===== config.mk =====
export PLATFORM = sky130hd
export DESIGN_NAME = fetch_sequencer
export DESIGN_NICKNAME = d
export VERILOG_FILES = /design/src/rtl/fetch_sequencer.sv
export SDC_FILE = /design/constraint.sdc
export NUM_CORES = 1
export LEC_CHECK = 0
export CELL_PAD_IN_SITES_DETAIL_PLACEMENT = 0
export CELL_PAD_IN_SITES_GLOBAL_PLACEMENT = 1
export CORE_AREA = 2 2 105 107
export DETAILED_ROUTE_END_ITERATION = 12
export DIE_AREA = 0 0 107 109
export PLACE_DENSITY_LB_ADDON = 0.1
export REMOVE_ABC_BUFFERS = 1
export SLEW_MARGIN = 5
export SYNTH_ARGS = -nofsm -noshare
export SYNTH_HDL_FRONTEND = slang
export SYNTH_SLANG_ARGS = --single-unit

===== constraint.sdc =====
create_clock -name clk -period 6.4 [get_ports clk]
set_input_delay 1.28 -clock clk [delete_from_list [all_inputs] [get_ports clk]]
set_output_delay 1.28 -clock clk [all_outputs]
set_load 0.01 [all_outputs]

===== src/rtl/fetch_sequencer.sv =====
// fetch_sequencer
// Holds the program counter, fetches 16-bit instruction words over a
// req/ack handshake and hands the opcode/operand to Control_Unit. The next
// PC comes from Control_Unit's bra/hlt decisions, or from the local
// JMP/RET handling that runs through a small return-address stack.
//
// Ports
//   clk        system clock, rising edge
//   rst        asynchronous active-low reset
//   mem_addr   program memory address (always equals pc)
//   mem_req    fetch request, high for the whole FETCH state
//   mem_ack    memory acknowledge, mem_rdata valid in the same cycle
//   mem_rdata  instruction word: [15:10] opcode, [9:0] operand
//   opcode     current opcode to Control_Unit
//   operand    current operand (immediate / branch target)
//   ir_valid   opcode/operand hold a decoded instruction (DECODE, EXEC)
//   bra        branch taken, sampled in the final EXEC cycle
//   hlt        halt, sampled in the final EXEC cycle
//   ex_busy    multi-cycle execute stall
//   pc         address of the current instruction
//   halted     sequencer stopped until reset
//   stack_err  sticky return-stack overflow/underflow
//
// state      | meaning
// RESET_IDLE | settling after reset release, no request outstanding
// FETCH      | mem_req high on mem_addr=pc, waiting for mem_ack
// DECODE     | IR presented to Control_Unit for one cycle
// EXEC       | held while ex_busy, then next-PC select
// HALT       | stopped, exit only through reset
module fetch_sequencer #(
  parameter int ADDR_W   = 10,
  parameter int RS_DEPTH = 8
) (
  input  logic              clk,
  input  logic              rst,
  output logic [ADDR_W-1:0] mem_addr,
  output logic              mem_req,
  input  logic              mem_ack,
  input  logic [15:0]       mem_rdata,
  output logic [5:0]        opcode,
  output logic [9:0]        operand,
  output logic              ir_valid,
  input  logic              bra,
  input  logic              hlt,
  input  logic              ex_busy,
  output logic [ADDR_W-1:0] pc,
  output logic              halted,
  output logic              stack_err
);

  localparam logic [5:0] OP_JMP = 6'h30;
  localparam logic [5:0] OP_RET = 6'h31;
  localparam int         PW     = $clog2(RS_DEPTH);

  typedef enum logic [2:0] {
    RESET_IDLE,
    FETCH,
    DECODE,
    EXEC,
    HALT
  } state_t;

  state_t            state, state_next;
  logic              idle_done;
  logic [15:0]       ir;
  logic [ADDR_W-1:0] pc_next, pc_inc, target;
  logic [ADDR_W-1:0] rs [RS_DEPTH];
  logic [PW:0]       rs_cnt;
  logic [PW-1:0]     rs_top_idx;
  logic              rs_full, rs_empty;
  logic              push, pop, err_set, ir_load;

  assign opcode     = ir[15:10];
  assign operand    = ir[9:0];
  assign ir_valid   = (state == DECODE) || (state == EXEC);
  assign halted     = (state == HALT);
  assign mem_addr   = pc;
  assign pc_inc     = pc + 1'b1;
  assign target     = ADDR_W'(ir[9:0]);
  assign rs_full    = (rs_cnt == (PW+1)'(RS_DEPTH));
  assign rs_empty   = (rs_cnt == '0);
  // Wraps to the last slot when the stack is full (count low bits are 0).
  assign rs_top_idx = rs_cnt[PW-1:0] - 1'b1;

  always_comb begin
    state_next = state;
    pc_next    = pc;
    push       = 1'b0;
    pop        = 1'b0;
    err_set    = 1'b0;
    ir_load    = 1'b0;
    case (state)
      RESET_IDLE: begin
        if (idle_done) state_next = FETCH;
      end
      FETCH: begin
        if (mem_ack) begin
          ir_load    = 1'b1;
          state_next = DECODE;
        end
      end
      DECODE: state_next = EXEC;
      EXEC: begin
        if (!ex_busy) begin
          state_next = FETCH;
          if (hlt) begin
            state_next = HALT;
          end else if (opcode == OP_JMP) begin
            // A full stack drops the return address but the jump still goes.
            pc_next = target;
            if (rs_full) err_set = 1'b1;
            else         push    = 1'b1;
          end else if (opcode == OP_RET) begin
            if (rs_empty) begin
              err_set = 1'b1;
              pc_next = pc_inc;
            end else begin
              pop     = 1'b1;
              pc_next = rs[rs_top_idx];
            end
          end else if (bra) begin
            pc_next = target;
          end else begin
            pc_next = pc_inc;
          end
        end
      end
      HALT:    state_next = HALT;
      default: state_next = RESET_IDLE;
    endcase
  end

  always_ff @(posedge clk or negedge rst) begin
    if (!rst) begin
      state     <= RESET_IDLE;
      idle_done <= 1'b0;
      ir        <= '0;
      pc        <= '0;
      rs_cnt    <= '0;
      mem_req   <= 1'b0;
      stack_err <= 1'b0;
    end else begin
      state     <= state_next;
      idle_done <= (state == RESET_IDLE);
      // Registered from next state so the request rises on FETCH entry
      // and drops the cycle after the ack.
      mem_req   <= (state_next == FETCH);
      pc        <= pc_next;
      if (ir_load) ir <= mem_rdata;
      if (push)      rs_cnt <= rs_cnt + 1'b1;
      else if (pop)  rs_cnt <= rs_cnt - 1'b1;
      if (err_set) stack_err <= 1'b1;
    end
  end

  // Stack storage carries no reset; the count alone defines emptiness.
  always_ff @(posedge clk) begin
    if (push) rs[rs_cnt[PW-1:0]] <= pc_inc;
  end

endmodule


Yosys cells after proc, flatten, opt, wreduce, memory -nomap -nowiden
Memories as Yosys holds them, arrays and structs flattened.
Index checks and enable logic that the tools add are counted.

storage, ports and cells
  bits in registers = 36
  bits in writable memories = 80
  input bits = 22
  memories = 1

memories
  memory  words  width  read ports  clocked after Yosys merged registers in  wr ports  line  RTL
  rs      8      10     1           0                                        1         67    logic [ADDR_W-1:0] rs [RS_DEPTH];

operators by class
  $add $sub $neg = 4
  equality and inequality tests = 8
  multiplexer cells = 33
  bitwise gates (word level) = 2
  reduce and logical (&&, ||, !) cells = 5

operators with widths
  cell                   count
  $mux 10                4
  $mux 1                 22
  $pmux 3 s5             1
  $eq 6x6->1 const B     2
  $mux 3                 4
  $add 10x1->10 const B  1
  $mux 4                 2
  $eq 3x1->1 const B     2
  $eq 3x2->1 const B     2
  $add 4x1->4 const B    1
  $eq 4x4->1 const B     1
  $logic_not 4->1        1
  $sub 4x1->4 const B    1
  $eq 3x3->1 const B     1
  $logic_not 3->1        1
  $reduce_and 3->1       1
  $sub 3x1->3 const B    1
  $not 1->1              2
  $reduce_bool 2->1      1
  $logic_or 1x1->1       1

Depth between registers and ports, before layout
Gate-level depths: netlist (run 1).

  word-level depth = 9
  depth in mapped cells = 13

Worst setup path before layout (run 1)
OpenSTA, ideal clock, no wires.

  kind = input-to-reg
  start point = input port ex_busy
  end point = register rs_cnt[3]
  data arrival time = 3.602 ns
  required time = 6.269 ns
  path slack = 2.666 ns
  stages on the path = 11
  cell sequence = nand2b_1 -> or3_1 -> clkbuf_1 -> a211oi_1 -> inv_1 -> ha_1 -> a21o_1 -> a21oi_1 -> o31ai_1 -> o311a_1 -> or3_1

on the way
  word-level cells in the longest chain between the ends = 3
  elaborated cells between the ends (all ways) = 6
  those cells by class = mux (5); reduce/logical (1)

ends and longest elaborated chain
  item                                         line  RTL
  from (decl)                                  45    input logic ex_busy,
  $mux 1                                       104   if (!ex_busy) begin
  $mux 1                                       92    case (state)
  $mux 4 or $reduce_bool 2->1 (tied branches)  --
  to (signal assigned)                         150   if (push) rs_cnt <= rs_cnt + 1'b1;
  to (signal assigned)                         151   else if (pop) rs_cnt <= rs_cnt - 1'b1;
  to (decl)                                    68    logic [PW:0] rs_cnt;

Several ways; a longest one is shown, not always the timed one.
A chain may end at the register's enable or synchronous reset.

Final worst setup path (run 1)
Same ends and word-level chain as after synthesis.

==> results of run 1 <==
-- worst reg2reg max path, cell delays in order, from the launching register on --
cell and delay [ns]:
sky130_fd_sc_hd__dfrtp_1 0.70, sky130_fd_sc_hd__inv_1 0.39, sky130_fd_sc_hd__ha_1 0.41, sky130_fd_sc_hd__nor2b_1 0.21, sky130_fd_sc_hd__a211oi_1 0.56, sky130_fd_sc_hd__inv_1 0.19, sky130_fd_sc_hd__ha_1 0.31, sky130_fd_sc_hd__a21o_1 0.17
sky130_fd_sc_hd__a21oi_1 0.28, sky130_fd_sc_hd__o31ai_1 0.10, sky130_fd_sc_hd__o311a_1 0.15, sky130_fd_sc_hd__or3_1 0.37
-- state kept, by name (all words and copies together) (netlist names) --
signal	count
rs_cnt	4
idle_done	1
mem_addr	10
mem_req	1
ir	16
stack_err	1
rs	80
state	3
-- layout make-up --
cell class	instances	area, um2	area share
flip-flops and latches	116	3300	0.515
clock buffers	17	414	0.0646
clock inverters	14	136	0.0213
multi-input cells	200	1710	0.267
repair buffers	65	636	0.0991
inverters	10	37.5	0.00585
well taps	140	175	0.0273
-- stage by stage --
step / hold WS [ns] / setup WS [ns] / std cells / util
floorplan: 0.489 / 2.57 / 326 / -
global placement: 0.470 / 1.67 / 531 / 0.553
detailed placement: 0.464 / 1.58 / 531 / 0.553
CTS: 0.503 / 2.14 / 562 / 0.605
global route: 0.521 / 1.83 / 562 / 0.605
finish: 0.492 / 2.09 / 562 / 0.605
-- where the power goes --
group	switching (mW)	internal [mW]	leakage (nW)	total, mW
combinational	0.587	0.593	0.919	1.18
clock	0.329	0.548	0.267	0.877
sequential	0.162	0.991	1.16	1.15
total	1.08	2.13	2.34	3.21
-- synth_stat cells (all sizes together) --
| cell type | count | area (um2) |
|---|---|---|
| mux4 | 18 | 458 |
| o311a | 1 | 10.0 |
| nand3b | 1 | 7.51 |
| a221o | 2 | 20.0 |
| nand3 | 9 | 45.0 |
| nand2b | 3 | 18.8 |
| a21oi | 6 | 30.0 |
| and4bb | 1 | 12.5 |
| xor2 | 5 | 62.6 |
| a2bb2oi | 2 | 17.5 |
| nor2b | 2 | 12.5 |
| a21o | 5 | 37.5 |
| o22ai | 5 | 31.3 |
| nand4 | 2 | 12.5 |
| xnor2 | 8 | 70.1 |
| buf | 17 | 124 |
| edfxtp | 80 | 2400 |
| clkbuf | 6 | 22.5 |
| fa | 1 | 20.0 |
| nor3b | 3 | 22.5 |
| mux2 | 18 | 203 |
| o41ai | 1 | 16.3 |
| nor4 | 2 | 12.5 |
| and2 | 2 | 12.5 |
| a31oi | 1 | 6.26 |
| a2111o | 2 | 22.5 |
| a221oi | 2 | 17.5 |
| o21bai | 1 | 7.51 |
| o2bb2ai | 1 | 8.76 |
| mux2i | 4 | 40.0 |
| or3 | 2 | 12.5 |
| dfrtp | 36 | 901 |
| a211oi | 6 | 55.1 |
| a21boi | 2 | 15.0 |
| nand2 | 33 | 124 |
| and4 | 1 | 8.76 |
| o21ai | 12 | 60.1 |
| inv | 10 | 37.5 |
| nor2 | 17 | 63.8 |
| ha | 4 | 50.1 |
| and3 | 4 | 25.0 |
| o31ai | 1 | 7.51 |
| nor3 | 10 | 55.1 |
-- cell families (layout without fill, tap and decap cells) --
family / Yosys count / in the layout
XOR/XNOR: 13 / 13
AND/OR/NAND/NOR: 92 / 92
multiplexers: 40 / 40
flip-flops: 116 / 116
adder cells (fa/ha/maj): 5 / 5
AO/OA/AOI/OAI: 50 / 50
buffers and inverters: 33 / 106
-- layer usage --
layer | up-vias | global-route usage
met5 | - | 0
met4 | 0 | 0.0751
met2 | 103 | 0.323
met1 | 1607 | 0.293
met3 | 10 | 0.0705
li1 | 1458 | -
-- worst max path at each step --
stage,start,endpoint,slack [ns],cells past startpoint
2_1_floorplan,ex_busy,rs_cnt[3],2.57,10
3_3_place_gp,ex_busy,rs_cnt[3],1.67,11
3_5_place_dp,ex_busy,rs_cnt[3],1.58,11
4_1_cts,ex_busy,rs_cnt[3],2.14,11
5_1_grt,ex_busy,rs_cnt[3],1.83,11
6_report,ex_busy,rs_cnt[3],2.09,11
==> impl_summary.txt, run 1 <==
----------------------------------------------------
[Routing]
  Antenna-violating nets left ... 0
  Starting DRC count in detailed routing ... 219
  Total number of vias ... 3178
  Met2 wire length ... 5570 um
  WL/cell ... 20.6 um
  Topmost layer with routed signal wires ... met4
  Routed wire length ... 11600 um
  Number of detailed-routing iterations run before antenna repair ... 5
  Number of vias per cell after detailed routing ... 5.65
  # DRC ... 0
  Met3 Routed Length ... 620 um
  Post-route met1 wirelength ... 5230 um

[Flow run]
  Max capacitance violation total ... 0

[Critical path]
  Start of the worst register-to-register path ... rs_cnt[0]
  Library cell appearing most often on the critical path ... sky130_fd_sc_hd__or3_1
  CP cell instances ... clkdlybuf4s50_1, nand2b_1, or3_1, a211oi_1, inv_1, ha_1, a21o_1, a21oi_1, o31ai_1, o311a_1, or3_1
  Launching element type of the critical path ... input port
  Count of cells along the worst register-to-register path ... 11
  Arrival @ worst endpoint ... 4.71 ns
  Buffers and inverters on the worst path ... 2
  Critical Setup Path Class ... input port to flop
  Slowest stage cell on the critical path ... sky130_fd_sc_hd__or3_1
  Biggest fanout along the worst timing path ... 17
  CP delay by family, top ... compound AO/OA/AOI/OAI gates
  CP Capture Type ... flop
  Critical Path Max Stage Delay ... 0.62 ns
  Reg-to-reg slack, setup ... 2.44 ns
  R2R Path End ... rs_cnt[3]
  Worst Path Required ... 6.80 ns

[Min path]
  Worst-case hold path end point ... stack_err
  Worst min-delay path class ... flop to flop
  Worst hold path depth ... 1
  Hold path start ... stack_err

[CTS]
  Clock network latency to the later pin of the worst-skew pair ... 0.53 ns
  Hold buffer count at cts ... 0
  Reg clk slew, reported paths ... 0.06 ns
  Post-CTS Repair Setup Buffers ... 0
  Maximum level of the CTS H-tree ... 4
  Number of buffers on the longest clock path ... 2
  CTS tree ... done
  Clock Tree Root ... sky130_fd_sc_hd__clkbuf_8
  Total CTS buffers ... 17
  Number of instances resized during post-cts repair ... 0
  CTS sink count ... 116

[Finish]
  Leading cell type in the layout, fill and taps excluded ... sky130_fd_sc_hd__edfxtp_1
  Final Net Count ... 437
  Final std cell area, no fill ... 6410 um2
  Number of fillers in the final layout ... 845
  Layout cells sized above 1 ... 0.145
  Area growth syn-to-layout ... 23.4%
  Commonest cells after routing, fill and taps aside ... sky130_fd_sc_hd__edfxtp_1, sky130_fd_sc_hd__clkdlybuf4s50_1, sky130_fd_sc_hd__dfrtp_1, sky130_fd_sc_hd__nand2_1, sky130_fd_sc_hd__mux2_2
  Ant. Diodes ... 0

[Synth]
  Synthesized-area fraction occupied by adder cells ... 0.0135
  Mapped cell area ... 5200 um2
  Yosys synthesis warning count ... 0
  Per-instance average area after synthesis ... 14.9 um2
  Largest family of logic cells by synthesized area ... multiplexers
  Xor/xnor cell area share of the yosys netlist ... 0.0255
  Flops & latches, synth ... 116
  Simple logic cell fraction of the synthesized area ... 0.0857
  Sequential-to-total area share from yosys stat ... 0.635
  Post-Synthesis Cells ... 349
  Complex-gate fraction of the synthesized area ... 0.0698
  Proportion of synthesized area in mux cells ... 0.135
  Number of unique standard cell types used by synthesis ... 50

[Timing]
  Setup violators final ... 0
  RSZ-0062 raised after global routing ... no
  Skew final ... 0.00663 ns
  Number of hold violations in the final report ... 0
  Final count of pins violating max slew ... 0
  Setup_tns ... 0 ns
  Final period util ... 0.673
  Worst slew margin relative to its limit ... 0.331
  Final worst path period need ... 4.31 ns
  Transition time at the pin with the least slew margin ... 0.996 ns
  Max Freq ... 232 MHz

[GRT]
  Largest net degree at the start of global routing ... 37
  Via count of the first global-routing pass ... 3097
  Global-route wire length before repair ... 17600 um
  Initial antenna violation count ... 0
  GRT Overall Usage ... 0.214
  Total congestion overflow after global routing ... 0

[Pwr]
  Power density of the placed cells ... 500 nW/um2
  Highest ir drop seen on vdd ... 0.333 mV
  Leakage ... 2.34 nW
  PnR Total Power ... 3.21 mW

[Outcome]
  Outcome ... finished, final reports clean

[Die]
  Initial cell density of the core ... 0.490
  Boundary Pins ... 62
  Site Rows ... 38
  Die height ... 109 um
  Area enclosed by the die boundary ... 11700 um2
  Die X-Extent ... 107 um
  Core Region ... 10600 um2

[Placed design]
  Placed Area ... 5860 um2
  Weighted congestion at the end of routability-driven global placement ... 0.835
  Placed wire-length estimate after detailed placement ... 7800 um
  Total of buffers placed on input and output ports ... 61

----------------------------------------------------
No activity file was read; power rests on OpenSTA's default activity.
==> run 2: changes to the inputs <==
--- a/config.mk
+++ b/config.mk
@@ -7,9 +7,9 @@
 export LEC_CHECK = 0
 export CELL_PAD_IN_SITES_DETAIL_PLACEMENT = 0
 export CELL_PAD_IN_SITES_GLOBAL_PLACEMENT = 1
-export CORE_AREA = 2 2 105 107
+export CORE_AREA = 2 2 115 117
 export DETAILED_ROUTE_END_ITERATION = 12
-export DIE_AREA = 0 0 107 109
+export DIE_AREA = 0 0 117 119
 export PLACE_DENSITY_LB_ADDON = 0.1
 export REMOVE_ABC_BUFFERS = 1
 export SLEW_MARGIN = 5
==> constraint.sdc (replaced) <==
create_clock -name clk -period 3.8 [get_ports clk]
set_input_delay 0.76 -clock clk [delete_from_list [all_inputs] [get_ports clk]]
set_output_delay 0.76 -clock clk [all_outputs]
set_load 0.01 [all_outputs]
==> run 2 against run 1 <==
Clock power is 71% higher. Combinational power is 72% higher. Core utilization is 9.4 points lower. Final cell count is 9.3% higher. Count of clock-buffer cells in the layout stayed put. Global-route usage is 2.4 points lower. Die area is 19% higher. Wire length is 6.1% higher. Via count is 0.63% higher. Largest power group unchanged.
==> impl_summary.txt, run 2 (synthesized netlist as in run 1, its figures left out) <==
----------------------------------------------------
[Timing]
  Skew final ... 0.00709 ns
  RSZ-0062 raised after global routing ... no
  Max Freq ... 306 MHz
  Transition time at the pin with the least slew margin ... 0.864 ns
  Final period util ... 0.860
  Final worst path period need ... 3.27 ns
  Final count of pins violating max slew ... 0
  Worst slew margin relative to its limit ... 0.424
  Setup violators final ... 0
  Setup_tns ... 0 ns
  Number of hold violations in the final report ... 0

[Flow run]
  Max capacitance violation total ... 0

[Finish]
  Number of flip-flops under the largest register name ... 80
  Layout cells sized above 1 ... 0.180
  Leading cell type in the layout, fill and taps excluded ... sky130_fd_sc_hd__edfxtp_1
  Commonest cells after routing, fill and taps aside ... sky130_fd_sc_hd__edfxtp_1, sky130_fd_sc_hd__clkdlybuf4s50_1, sky130_fd_sc_hd__dfrtp_1, sky130_fd_sc_hd__nand2_1, sky130_fd_sc_hd__buf_4
  Area growth syn-to-layout ... 26.5%
  Ant. Diodes ... 0
  Final Net Count ... 452

[Critical path]
  Buffers and inverters on the worst path ... 2
  CP delay by family, top ... compound AO/OA/AOI/OAI gates
  Critical Setup Path Class ... input port to flop
  Worst Path Required ... 4.09 ns
  Biggest fanout along the worst timing path ... 4
  Count of cells along the worst register-to-register path ... 11
  R2R Path End ... rs_cnt[3]
  CP cell instances ... clkdlybuf4s50_1, nand2b_1, or3_1, a211oi_1, inv_1, ha_1, a21o_1, a21oi_1, o31ai_1, o311a_1, or3_1
  Library cell appearing most often on the critical path ... sky130_fd_sc_hd__or3_1
  Reg-to-reg slack, setup ... 0.72 ns
  Slowest stage cell on the critical path ... sky130_fd_sc_hd__clkdlybuf4s50_1
  Arrival @ worst endpoint ... 3.56 ns
  Critical Path Max Stage Delay ... 0.42 ns
  CP Capture Type ... flop
  Launching element type of the critical path ... input port
  Start of the worst register-to-register path ... rs_cnt[1]

[Routing]
  Total number of vias ... 3198
  # DRC ... 0
  Number of detailed-routing iterations run before antenna repair ... 6
  Antenna-violating nets left ... 0
  Starting DRC count in detailed routing ... 267
  Number of vias per cell after detailed routing ... 5.21
  Routed wire length ... 12300 um
  WL/cell ... 20.0 um

[Pwr]
  PnR Total Power ... 5.45 mW
  Power density of the placed cells ... 828 nW/um2
  Leakage ... 2.41 nW
  Highest ir drop seen on vdd ... 0.357 mV

[GRT]
  Largest net degree at the start of global routing ... 37
  GRT Overall Usage ... 0.189
  Via count of the first global-routing pass ... 3243
  Global-route wire length before repair ... 18700 um
  Total congestion overflow after global routing ... 0
  Initial antenna violation count ... 0

[Min path]
  Worst min-delay path class ... input port to asynchronous set/reset pin

[Die]
  Site Rows ... 42
  Area enclosed by the die boundary ... 13900 um2
  Boundary Pins ... 62
  Core Region ... 12900 um2
  Initial cell density of the core ... 0.404
  Die X-Extent ... 117 um
  Die height ... 119 um

[CTS]
  CTS tree ... done
  Number of instances resized during post-cts repair ... 0
  CTS sink count ... 116
  Hold buffer count at cts ... 0
  Post-CTS Repair Setup Buffers ... 0
  Clock Tree Root ... sky130_fd_sc_hd__clkbuf_16
  Maximum level of the CTS H-tree ... 4
  Total CTS buffers ... 17
  Reg clk slew, reported paths ... 0.05 ns
  Clock network latency to the later pin of the worst-skew pair ... 0.42 ns
  Number of buffers on the longest clock path ... 2

[Placed design]
  Total of buffers placed on input and output ports ... 61
  Placed wire-length estimate after detailed placement ... 8200 um
  Weighted congestion at the end of routability-driven global placement ... 0.804

[Outcome]
  Outcome ... finished, final reports clean

----------------------------------------------------
## run 2: worst max-delay path by stage
stage | from | end | slack (ns) | cells after the start
final | ex_busy | rs_cnt[3] | 0.53 | 11
after detailed placement | ex_busy | rs_cnt[3] | 0.11 | 11
after global placement | ex_busy | rs_cnt[3] | 0.18 | 11
after CTS | ex_busy | rs_cnt[3] | 0.53 | 11
after global routing | ex_busy | rs_cnt[3] | 0.33 | 11
after floorplan | ex_busy | rs_cnt[3] | 0.49 | 10
## run 2: final cells by class
| type | instances | area [um2] |
|---|---|---|
| fillers | 1143 | 6300 |
| flip-flops and latches | 116 | 3300 |
| multi-input cells | 200 | 1710 |
| repair buffers | 80 | 748 |
| clock buffers | 17 | 425 |
| well taps | 176 | 220 |
| clock inverters | 15 | 133 |
| inverters | 10 | 37.5 |
## run 2: metrics by stage
stage / hold slack (ns) / cells / cell area, um2 / worst slack (ns) / util
after CTS: 0.471 / 614 / 6580 / 0.535 / 0.511
after global placement: 0.465 / 582 / 6020 / 0.184 / 0.468
final: 0.449 / 614 / 6580 / 0.530 / 0.511
after global routing: 0.500 / 614 / 6580 / 0.334 / 0.511
after detailed placement: 0.461 / 582 / 6020 / 0.106 / 0.468
after floorplan: 0.464 / 326 / 5050 / 0.489 / -
## run 2: worst register-to-register path, cell delays in order, from the launching register on
cell and delay (ns):
sky130_fd_sc_hd__dfrtp_1 0.50, sky130_fd_sc_hd__inv_1 0.10, sky130_fd_sc_hd__ha_1 0.30, sky130_fd_sc_hd__nor2b_1 0.22, sky130_fd_sc_hd__a211oi_1 0.35, sky130_fd_sc_hd__inv_1 0.14, sky130_fd_sc_hd__ha_1 0.29, sky130_fd_sc_hd__a21o_1 0.18
sky130_fd_sc_hd__a21oi_1 0.29, sky130_fd_sc_hd__o31ai_1 0.11, sky130_fd_sc_hd__o311a_1 0.13, sky130_fd_sc_hd__or3_1 0.36
## run 2: power breakdown
part	leakage (nW)	total, mW	switching, mW	internal, mW
registers	1.16	1.92	0.248	1.67
logic	0.994	2.03	1.00	1.03
clock network	0.256	1.50	0.597	0.898
total	2.41	5.45	1.85	3.60
## run 2: layer usage
layer,wire length [um],vias up,share of wire,global-route usage
li1,-,1497,-,-
met1,5760,1633,0.47,0.258
met2,5940,53,0.48,0.286
met3,352,15,0.029,0.0504
met4,212,0,0.017,0.0787
met5,0,-,0,0
==> run 3: changes to the inputs <==
==> constraint.sdc (replaced) <==
create_clock -name clk -period 3.8 [get_ports clk]
set_input_delay 0.76 -clock clk [delete_from_list [all_inputs] [get_ports clk]]
set_output_delay 0.76 -clock clk [all_outputs]
set_load 0.02 [all_outputs]
==> results of run 3 <==
Same layout as run 2 (identical final DEF). Status: finished, final reports clean.
Among the figures that moved: total power 5.45 mW -> 5.60 mW; worst IR drop on VDD 0.357 mV -> 0.381 mV
